--- src/rtl/sega_joy_pkg.sv ---
// Shared constants for the DB9 pad scanner: scan step numbers, button bit
// positions in the published word and raw pin positions.
package sega_joy_pkg;

  localparam int unsigned STEP_W = 8;
  localparam int unsigned JOY_W  = 12;
  localparam int unsigned PIN_W  = 6;

  localparam logic [STEP_W-1:0] S_P7LO0    = 8'd0;
  localparam logic [STEP_W-1:0] S_P7HI0    = 8'd1;
  localparam logic [STEP_W-1:0] S_READ_BC  = 8'd2;
  localparam logic [STEP_W-1:0] S_READ_AS  = 8'd3;
  localparam logic [STEP_W-1:0] S_P7LO2    = 8'd4;
  localparam logic [STEP_W-1:0] S_READ_SIX = 8'd5;
  localparam logic [STEP_W-1:0] S_READ_XYZ = 8'd6;
  localparam logic [STEP_W-1:0] S_PUBLISH  = 8'd7;

  localparam int unsigned JOY_U = 0;
  localparam int unsigned JOY_D = 1;
  localparam int unsigned JOY_L = 2;
  localparam int unsigned JOY_R = 3;
  localparam int unsigned JOY_B = 4;
  localparam int unsigned JOY_C = 5;
  localparam int unsigned JOY_A = 6;
  localparam int unsigned JOY_S = 7;
  localparam int unsigned JOY_Z = 8;
  localparam int unsigned JOY_Y = 9;
  localparam int unsigned JOY_X = 10;
  localparam int unsigned JOY_M = 11;

  localparam int unsigned PIN_U  = 0;
  localparam int unsigned PIN_D  = 1;
  localparam int unsigned PIN_L  = 2;
  localparam int unsigned PIN_R  = 3;
  localparam int unsigned PIN_P6 = 4;
  localparam int unsigned PIN_P9 = 5;

  localparam logic [JOY_W-1:0] JOY_IDLE = 12'hFFF;
  localparam logic [PIN_W-1:0] PIN_IDLE = 6'h3F;

  // Select level to drive after the tick of a given step.
  function automatic logic p7_level(input logic [STEP_W-1:0] step);
    logic lvl;
    lvl = 1'b1;
    case (step)
      S_P7LO0, S_READ_BC, S_P7LO2, S_READ_XYZ: lvl = 1'b0;
      default:                                 lvl = 1'b1;
    endcase
    return lvl;
  endfunction

endpackage

--- src/rtl/sega_joy_port.sv ---
// One DB9 port: input synchroniser, per-frame assembly of the button word and
// six-button detection, published as a whole at the publish step.
module sega_joy_port
  import sega_joy_pkg::*;
(
  input  logic              clk_sys,
  input  logic              reset,
  input  logic [STEP_W-1:0] step,
  input  logic              tick,
  input  logic [PIN_W-1:0]  pins,
  output logic [JOY_W-1:0]  joy,
  output logic              six
);

  logic [PIN_W-1:0] sync1;
  logic [PIN_W-1:0] sync2;
  logic [JOY_W-1:0] work;
  logic             six_pend;

  // Each read on a tick sees the select level set one full step earlier.
  always_ff @(posedge clk_sys) begin
    if (reset) begin
      sync1    <= PIN_IDLE;
      sync2    <= PIN_IDLE;
      work     <= JOY_IDLE;
      six_pend <= 1'b0;
      joy      <= JOY_IDLE;
      six      <= 1'b0;
    end else begin
      sync1 <= pins;
      sync2 <= sync1;
      if (tick) begin
        case (step)
          S_READ_BC: begin
            work[JOY_R:JOY_U] <= sync2[PIN_R:PIN_U];
            work[JOY_C:JOY_B] <= sync2[PIN_P9:PIN_P6];
            six_pend          <= 1'b0;
          end
          S_READ_AS: begin
            // Mega Drive pads pull both L and R low while select is low.
            if (!sync2[PIN_R] && !sync2[PIN_L])
              work[JOY_S:JOY_A] <= sync2[PIN_P9:PIN_P6];
            else
              work[JOY_S:JOY_B] <= {2'b11, sync2[PIN_P9:PIN_P6]};
          end
          S_READ_SIX: begin
            if (sync2[PIN_R:PIN_U] == 4'b0000)
              six_pend <= 1'b1;
          end
          S_READ_XYZ: begin
            work[JOY_M:JOY_Z] <= six_pend ? sync2[PIN_R:PIN_U] : 4'hF;
          end
          S_PUBLISH: begin
            joy <= work;
            six <= six_pend;
          end
          default: ;
        endcase
      end
    end
  end

endmodule

--- src/rtl/sega_joy_scanner.sv ---
// Scans two DB9 joystick ports through a shared select line and publishes one
// coherent active-low 12-bit word per pad per frame.
module sega_joy_scanner
  import sega_joy_pkg::*;
#(
  parameter int unsigned TICK_DIV = 1536
) (
  input  logic             clk_sys,
  input  logic             reset,
  input  logic [PIN_W-1:0] joy1_i,
  input  logic [PIN_W-1:0] joy2_i,
  output logic             joy_p7_o,
  output logic [JOY_W-1:0] joy1_o,
  output logic [JOY_W-1:0] joy2_o,
  output logic             joy1_six_o,
  output logic             joy2_six_o,
  output logic             frame_o
);

  localparam int unsigned DIV_W = (TICK_DIV > 1) ? $clog2(TICK_DIV) : 1;
  localparam logic [DIV_W-1:0] DIV_LAST = DIV_W'(TICK_DIV - 1);

  logic [DIV_W-1:0]  div;
  logic [STEP_W-1:0] step;
  logic              tick;

  assign tick = (div == DIV_LAST);

  // Step sequencer: divider, 8-bit step counter, select line and frame pulse.
  always_ff @(posedge clk_sys) begin
    if (reset) begin
      div      <= '0;
      step     <= '0;
      joy_p7_o <= 1'b1;
      frame_o  <= 1'b0;
    end else begin
      frame_o <= 1'b0;
      if (tick) begin
        div      <= '0;
        step     <= step + STEP_W'(1);
        joy_p7_o <= p7_level(step);
        frame_o  <= (step == S_PUBLISH);
      end else begin
        div <= div + DIV_W'(1);
      end
    end
  end

  sega_joy_port u_port1 (
    .clk_sys (clk_sys),
    .reset   (reset),
    .step    (step),
    .tick    (tick),
    .pins    (joy1_i),
    .joy     (joy1_o),
    .six     (joy1_six_o)
  );

  sega_joy_port u_port2 (
    .clk_sys (clk_sys),
    .reset   (reset),
    .step    (step),
    .tick    (tick),
    .pins    (joy2_i),
    .joy     (joy2_o),
    .six     (joy2_six_o)
  );

endmodule

--- config.mk ---
export PLATFORM = sky130hd
export DESIGN_NAME = sega_joy_scanner
export DESIGN_NICKNAME = d
export VERILOG_FILES = /design/src/rtl/sega_joy_pkg.sv /design/src/rtl/sega_joy_port.sv /design/src/rtl/sega_joy_scanner.sv
export SDC_FILE = /design/constraint.sdc
export NUM_CORES = 1
export LEC_CHECK = 0
export ABC_CLOCK_PERIOD_IN_PS = 2420
export CAP_MARGIN = 10
export CORE_ASPECT_RATIO = 1.2
export CORE_UTILIZATION = 30
export DETAILED_ROUTE_END_ITERATION = 12
export GPL_ROUTABILITY_DRIVEN = 0
export PLACE_DENSITY = 0.55
export SKIP_CTS_REPAIR_TIMING = 1
export SLEW_MARGIN = 10
export SYNTH_ARGS = -nofsm -noshare
export SYNTH_HDL_FRONTEND = slang
export SYNTH_SLANG_ARGS = --single-unit
--- constraint.sdc ---
create_clock -name clk_sys -period 2.42 [get_ports clk_sys]
set_clock_uncertainty 0.2 [all_clocks]
set_input_delay 0.484 -clock clk_sys [delete_from_list [all_inputs] [get_ports clk_sys]]
set_output_delay 0.484 -clock clk_sys [all_outputs]
set_load 0.005 [all_outputs]
Word-level counts from Yosys, hierarchy flattened
Cells that the tools add are included.

cells by class
  add/sub/neg operators = 2
  multiply operators = 0
  divide/modulo/power cells = 0
  magnitude comparators = 0
  equal/unequal tests = 11
  shift operators = 0
  muxes and demuxes = 13
  bitwise logic cells = 1
  reductions and logical operators = 22

operators by type and width
  cell                     number
  $eq A8 B3 Y1 const B     4
  $eq A8 B2 Y1 const B     2
  $reduce_and A3 Y1        4
  $add A11 B1 Y11 const B  1
  $eq A11 B11 Y1 const B   1
  $add A8 B1 Y8 const B    1
  $logic_not A4 Y1         2
  $logic_not A8 Y1         1
  $mux W2                  4
  $mux W4                  2
  $pmux W2 S2              2
  $reduce_and A2 Y1        4
  $logic_not A1 Y1         4
  $ne A2 B1 Y1 const B     2
  $ne A2 B2 Y1 const B     2
  $pmux W1 S2              2
  $reduce_bool A2 Y1       2
  $reduce_or A2 Y1         2
  $reduce_or A4 Y1         1
  $mux W1                  3
  $logic_and A1 B1 Y1      2
  $not A1 Y1               1

storage, ports and cells
  register bits = 97
  bits in latches = 0
  memory bits (writable) = 0
  memory bits (read-only) = 0
  input port bits = 14
  output and inout port bits = 28
  word-level logic and storage cells = 71
  memories = 0

Longest topological paths before layout
  depth after elaboration = 4
  mapped depth = 7
  mapped depth without buffers = 6

Cells and area by module
From an unflattened synthesis, not the netlist that was laid out.

unflattened totals
  cell total of the unflattened synthesis = 382
  area, all modules = 3858.7 um^2

modules (own cells, without submodules)
  module            instances  cells each  area each (um^2)  seq. area each (um^2)
  sega_joy_port     2          139         1442.6            760.7
  sega_joy_scanner  1          104         973.4             420.4

Worst setup path before layout
No wires, ideal clock.

  path kind = reg2reg
  from = register div[0]
  to = register u_port1.joy[6]
  setup time = 72 ps
  arrival time = 1803 ps
  required time = 2148 ps
  slack = 345 ps
  stages on the path, launching flop included = 8
  buffers on the path = 2
  clock period less this slack = 2075 ps
  cell sequence = dfxtp_1 -> ha_1 -> nand3_1 -> nor4_4 -> and3_4 -> buf_12 -> buf_12 -> mux2i_1

between the ends
  word-level cells in the longest chain between the ends = 2

RTL lines
  element                             line                    source
  start, declared                     sega_joy_scanner.sv:23  logic [DIV_W-1:0] div;
  start signal, assigned              sega_joy_scanner.sv:44  div <= div + DIV_W'(1);
  $eq A11 B11 Y1                      sega_joy_scanner.sv:27  assign tick = (div == DIV_LAST);
  $reduce_and A2 Y1 (no source line)  -
  end signal, assigned                sega_joy_port.sv:54     joy <= work;
  end, declared                       sega_joy_port.sv:11     output logic [JOY_W-1:0] joy,

Every way passes these cells.
A chain may end at the register's enable or synchronous reset.

Final worst setup path
  from = register step[3]
  to = register u_port1.work[9]

between the ends
  word-level cells in the longest chain between the ends = 2

RTL lines
  element                             line                    source
  start, declared                     sega_joy_scanner.sv:24  logic [STEP_W-1:0] step;
  start signal, assigned              sega_joy_scanner.sv:40  step <= step + STEP_W'(1);
  $eq A8 B3 Y1                        sega_joy_port.sv:33     case (step)
  $reduce_and A2 Y1 (no source line)  -
  end signal, assigned by index       sega_joy_port.sv:35     work[JOY_R:JOY_U] <= sync2[PIN_R:PIN_U];
  end signal, assigned by index       sega_joy_port.sv:36     work[JOY_C:JOY_B] <= sync2[PIN_P9:PIN_P6];
  end signal, assigned by index       sega_joy_port.sv:42     work[JOY_S:JOY_A] <= sync2[PIN_P9:PIN_P6];
  end, declared                       sega_joy_port.sv:17     logic [JOY_W-1:0] work;

Every way passes these cells.

==> out/metrics.yaml <==
detailed_routing:
  wl_per_cell_um: 12.53
  wl_um: 7219
  routed-via-count: 2591
  first_pass_iters: 4
  ant_nets: 0
  dr.first_iter.drc_count: 113
  viasPerCell: 4.498
  drcViolationCount: 0
worst_setup_path:
  start_kind: "register"
  path_buf_inv: 0
  cp_max_fo: 8
  r2r_start: "step[3]"
  startpoint: "step[3]"
  crit_family: "simple AND/OR/NAND/NOR gates"
  worstPathCellList: "or4_4, nor4_4, and3_2, mux2i_1"
  worst_ep_required_time_ps: 2490
  critical_path_class: "register to register"
  end_kind: "register"
  arrival_ps: 2250
  critical-path-max-stage-delay_ps: 550
  critPathSlowestCell: "or4_4"
layout:
  final_nets: 429
  antennaDiodeCount: 0
  fin_cells: 576
  syn_to_final_growth_pct: 22.57
  regArea_um2: 1942
  fillCellCount: 1215
  multi_input_area_um2: 1664
  drive_above_1_share_pct: 14.22
yosys:
  synth_edf_count: 0
  synth.most_common_cell: "dfxtp_1"
  yosysWarnings: 0
  seq_area_frac_synth_pct: 51.73
  postSynthAreaPerCell_um2: 10.14
  ys_ff_latch: 97
  synthFlopType: "dfxtp_1"
  synth_commonest_cells: "dfxtp_1, nor2_1, mux2i_1"
  netlist_top_cells_area: "dfxtp_1, mux2i_1, nor2_1, or2_2, nor3b_1"
  postSynthCellCount: 370
  synth_top_area_share_pct: 51.73
  synthesis.nets: 389
  synth_cell_types: 41
  synthesis.area_um2: 3754
  yosysTopAreaCell: "dfxtp_1"
  synthArstFlopShare_pct: 0
global_route:
  grt_max_degree: 62
  grt_pass1_vias: 2553
  grt_use_total_pct: 12.11
  grt_pass1_wl_um: 12370
  antenna_found_initial: 0
  grt-ovfl-total: 0
run_status:
  status: "finished clean"
timing:
  drv_slew: 0
  min_period_ps: 2185
  fin_crit_sh_pct: 90.30
  clock.fmax_ghz: 0.4576
  worstMarginPinSlew_ps: 674.5
  setup_viol: 0
  max-slew-margin-rel_pct: 54.62
  rsz0062_at_grt: "false"
  timing.final.hold_violations: 0
  finalSetupTns_ps: 0
pwr:
  p_leak_uw: 0.001556
  internal_power_uw: 2387
  vdd_drop_max_uv: 281.9
  switching_share_pct: 21.21
  pwr-share-seq_pct: 54.0
  powerDensity_nw_per_um2: 658.4
  pwr-share-comb_pct: 2.7
  p_switching_uw: 642.3
  clock_power_share_pct: 43.3
die:
  fp-row-count: 44
  fp.dieW_um: 104.1
  die-area_um2: 12970
  die_y_um: 124.5
  start_util_pct: 30.85
  io_pins: 42
  coreArea_um2: 12170
clock_network:
  clkTransAtPathRegs_ps: 60
  clk_path_buf_depth: 2
  htreeDepth: 3
  insertion_delay_ps: 340
  clk_root_buffer_cell: "clkbuf_16"
  clock_sinks: 97
  cts_buffers: 9
  cts_tree: "yes"
min_path:
  hp-class: "register to register"
  min_from: "u_port2.sync1[0]"
placement:
  dp_hpwl_um: 5055
  placed_cells: 560
  numPortBuffers: 41
job:
  cap_viol_max_count: 0
-- area by class of cell --
cell class	count	area share (%)
sequential	97	42.21
multi-input combinational	249	36.17
timing repair buffer	49	10.99
clock buffer	12	5.358
tap	161	4.379
clock inverter	4	0.5711
inverter	4	0.3264
-- placed cells by master (no fill, tap or decap), drive strengths merged --
cell	instances
nand2	5
xnor2	6
a21oi	5
clkbuf	12
nor3	13
or3	1
nor2	75
nor4	8
inv	5
and3	3
and4	3
or3b	1
buf	9
and3b	1
clkdlybuf4s50	40
nor3b	10
nor2b	2
xor2	5
clkinvlp	1
or4bb	1
nand3	8
dfxtp	97
a31oi	2
nand3b	1
and2	1
ha	5
nand2b	7
mux2i	51
or4	1
a31o	3
or2	24
clkinv	2
nand4	4
o21ai	2
a211o	1
-- metal layers --
layer | track usage (%) | wire [µm]
met5 | 0 | 0
met4 | 7.815 | 210
met3 | 1.936 | 172
met2 | 19.49 | 3372
met1 | 14.97 | 3463
-- per-stage QoR --
step                worst slack, ps  area, µm²  util [%]  total power [µW]  hold slack (ps)
finish                        234.7       4601     37.81              3029            208.2
detailed placement            243.7       4328     35.57              1754            195.2
global placement              299.3       4328     35.57              1752            196.2
CTS                           227.3       4601     37.81              3071            211.1
floorplan                     345.0       3754         -              1716            189.5
global route                  72.21       4601     37.81              3160            222.8
-- kinds of logic after synthesis --
logic type / synth area share, %
XOR/XNOR: 2.567
buffers and inverters: 3.933
flip-flops: 51.73
AND/OR/NAND/NOR: 24.30
multiplexers: 13.60
AO/OA/AOI/OAI: 2.200
adder cells (fa/ha/maj): 1.667
-- power groups by stage --
| stage | combinational, µW | clock (µW) | sequential (µW) |
|---|---|---|---|
| after CTS | 83.4 | 1350 | 1630 |
| after detailed placement | 83.6 | 0 | 1670 |
| after global routing | 90.7 | 1430 | 1640 |
| after floorplan | 51.6 | 0 | 1660 |
| after global placement | 81.6 | 0 | 1670 |
| final | 81.7 | 1310 | 1630 |
-- flip-flops by register name, indices dropped and copies added, names as in the netlist --
signal and cells:
u_port2.work 12, step 8, frame_o 1, u_port1.sync2 6, u_port2.joy 12, u_port1.work 12
u_port2.six 1, u_port2.six_pend 1, u_port2.sync1 6, u_port1.six 1, u_port1.joy 12, u_port2.sync2 6
u_port1.sync1 6, u_port1.six_pend 1, joy_p7_o 1, div 11
-- path summary, 6_finish.rpt --
check | to | slack (ps) | depth (start not counted)
min | u_port2.sync2[0] | 210 | 1
max | u_port1.work[9] | 230 | 4
min reg2reg | u_port2.sync2[0] | 210 | 1
max reg2reg | u_port1.work[9] | 230 | 4
(Power assumes the default switching activity.)
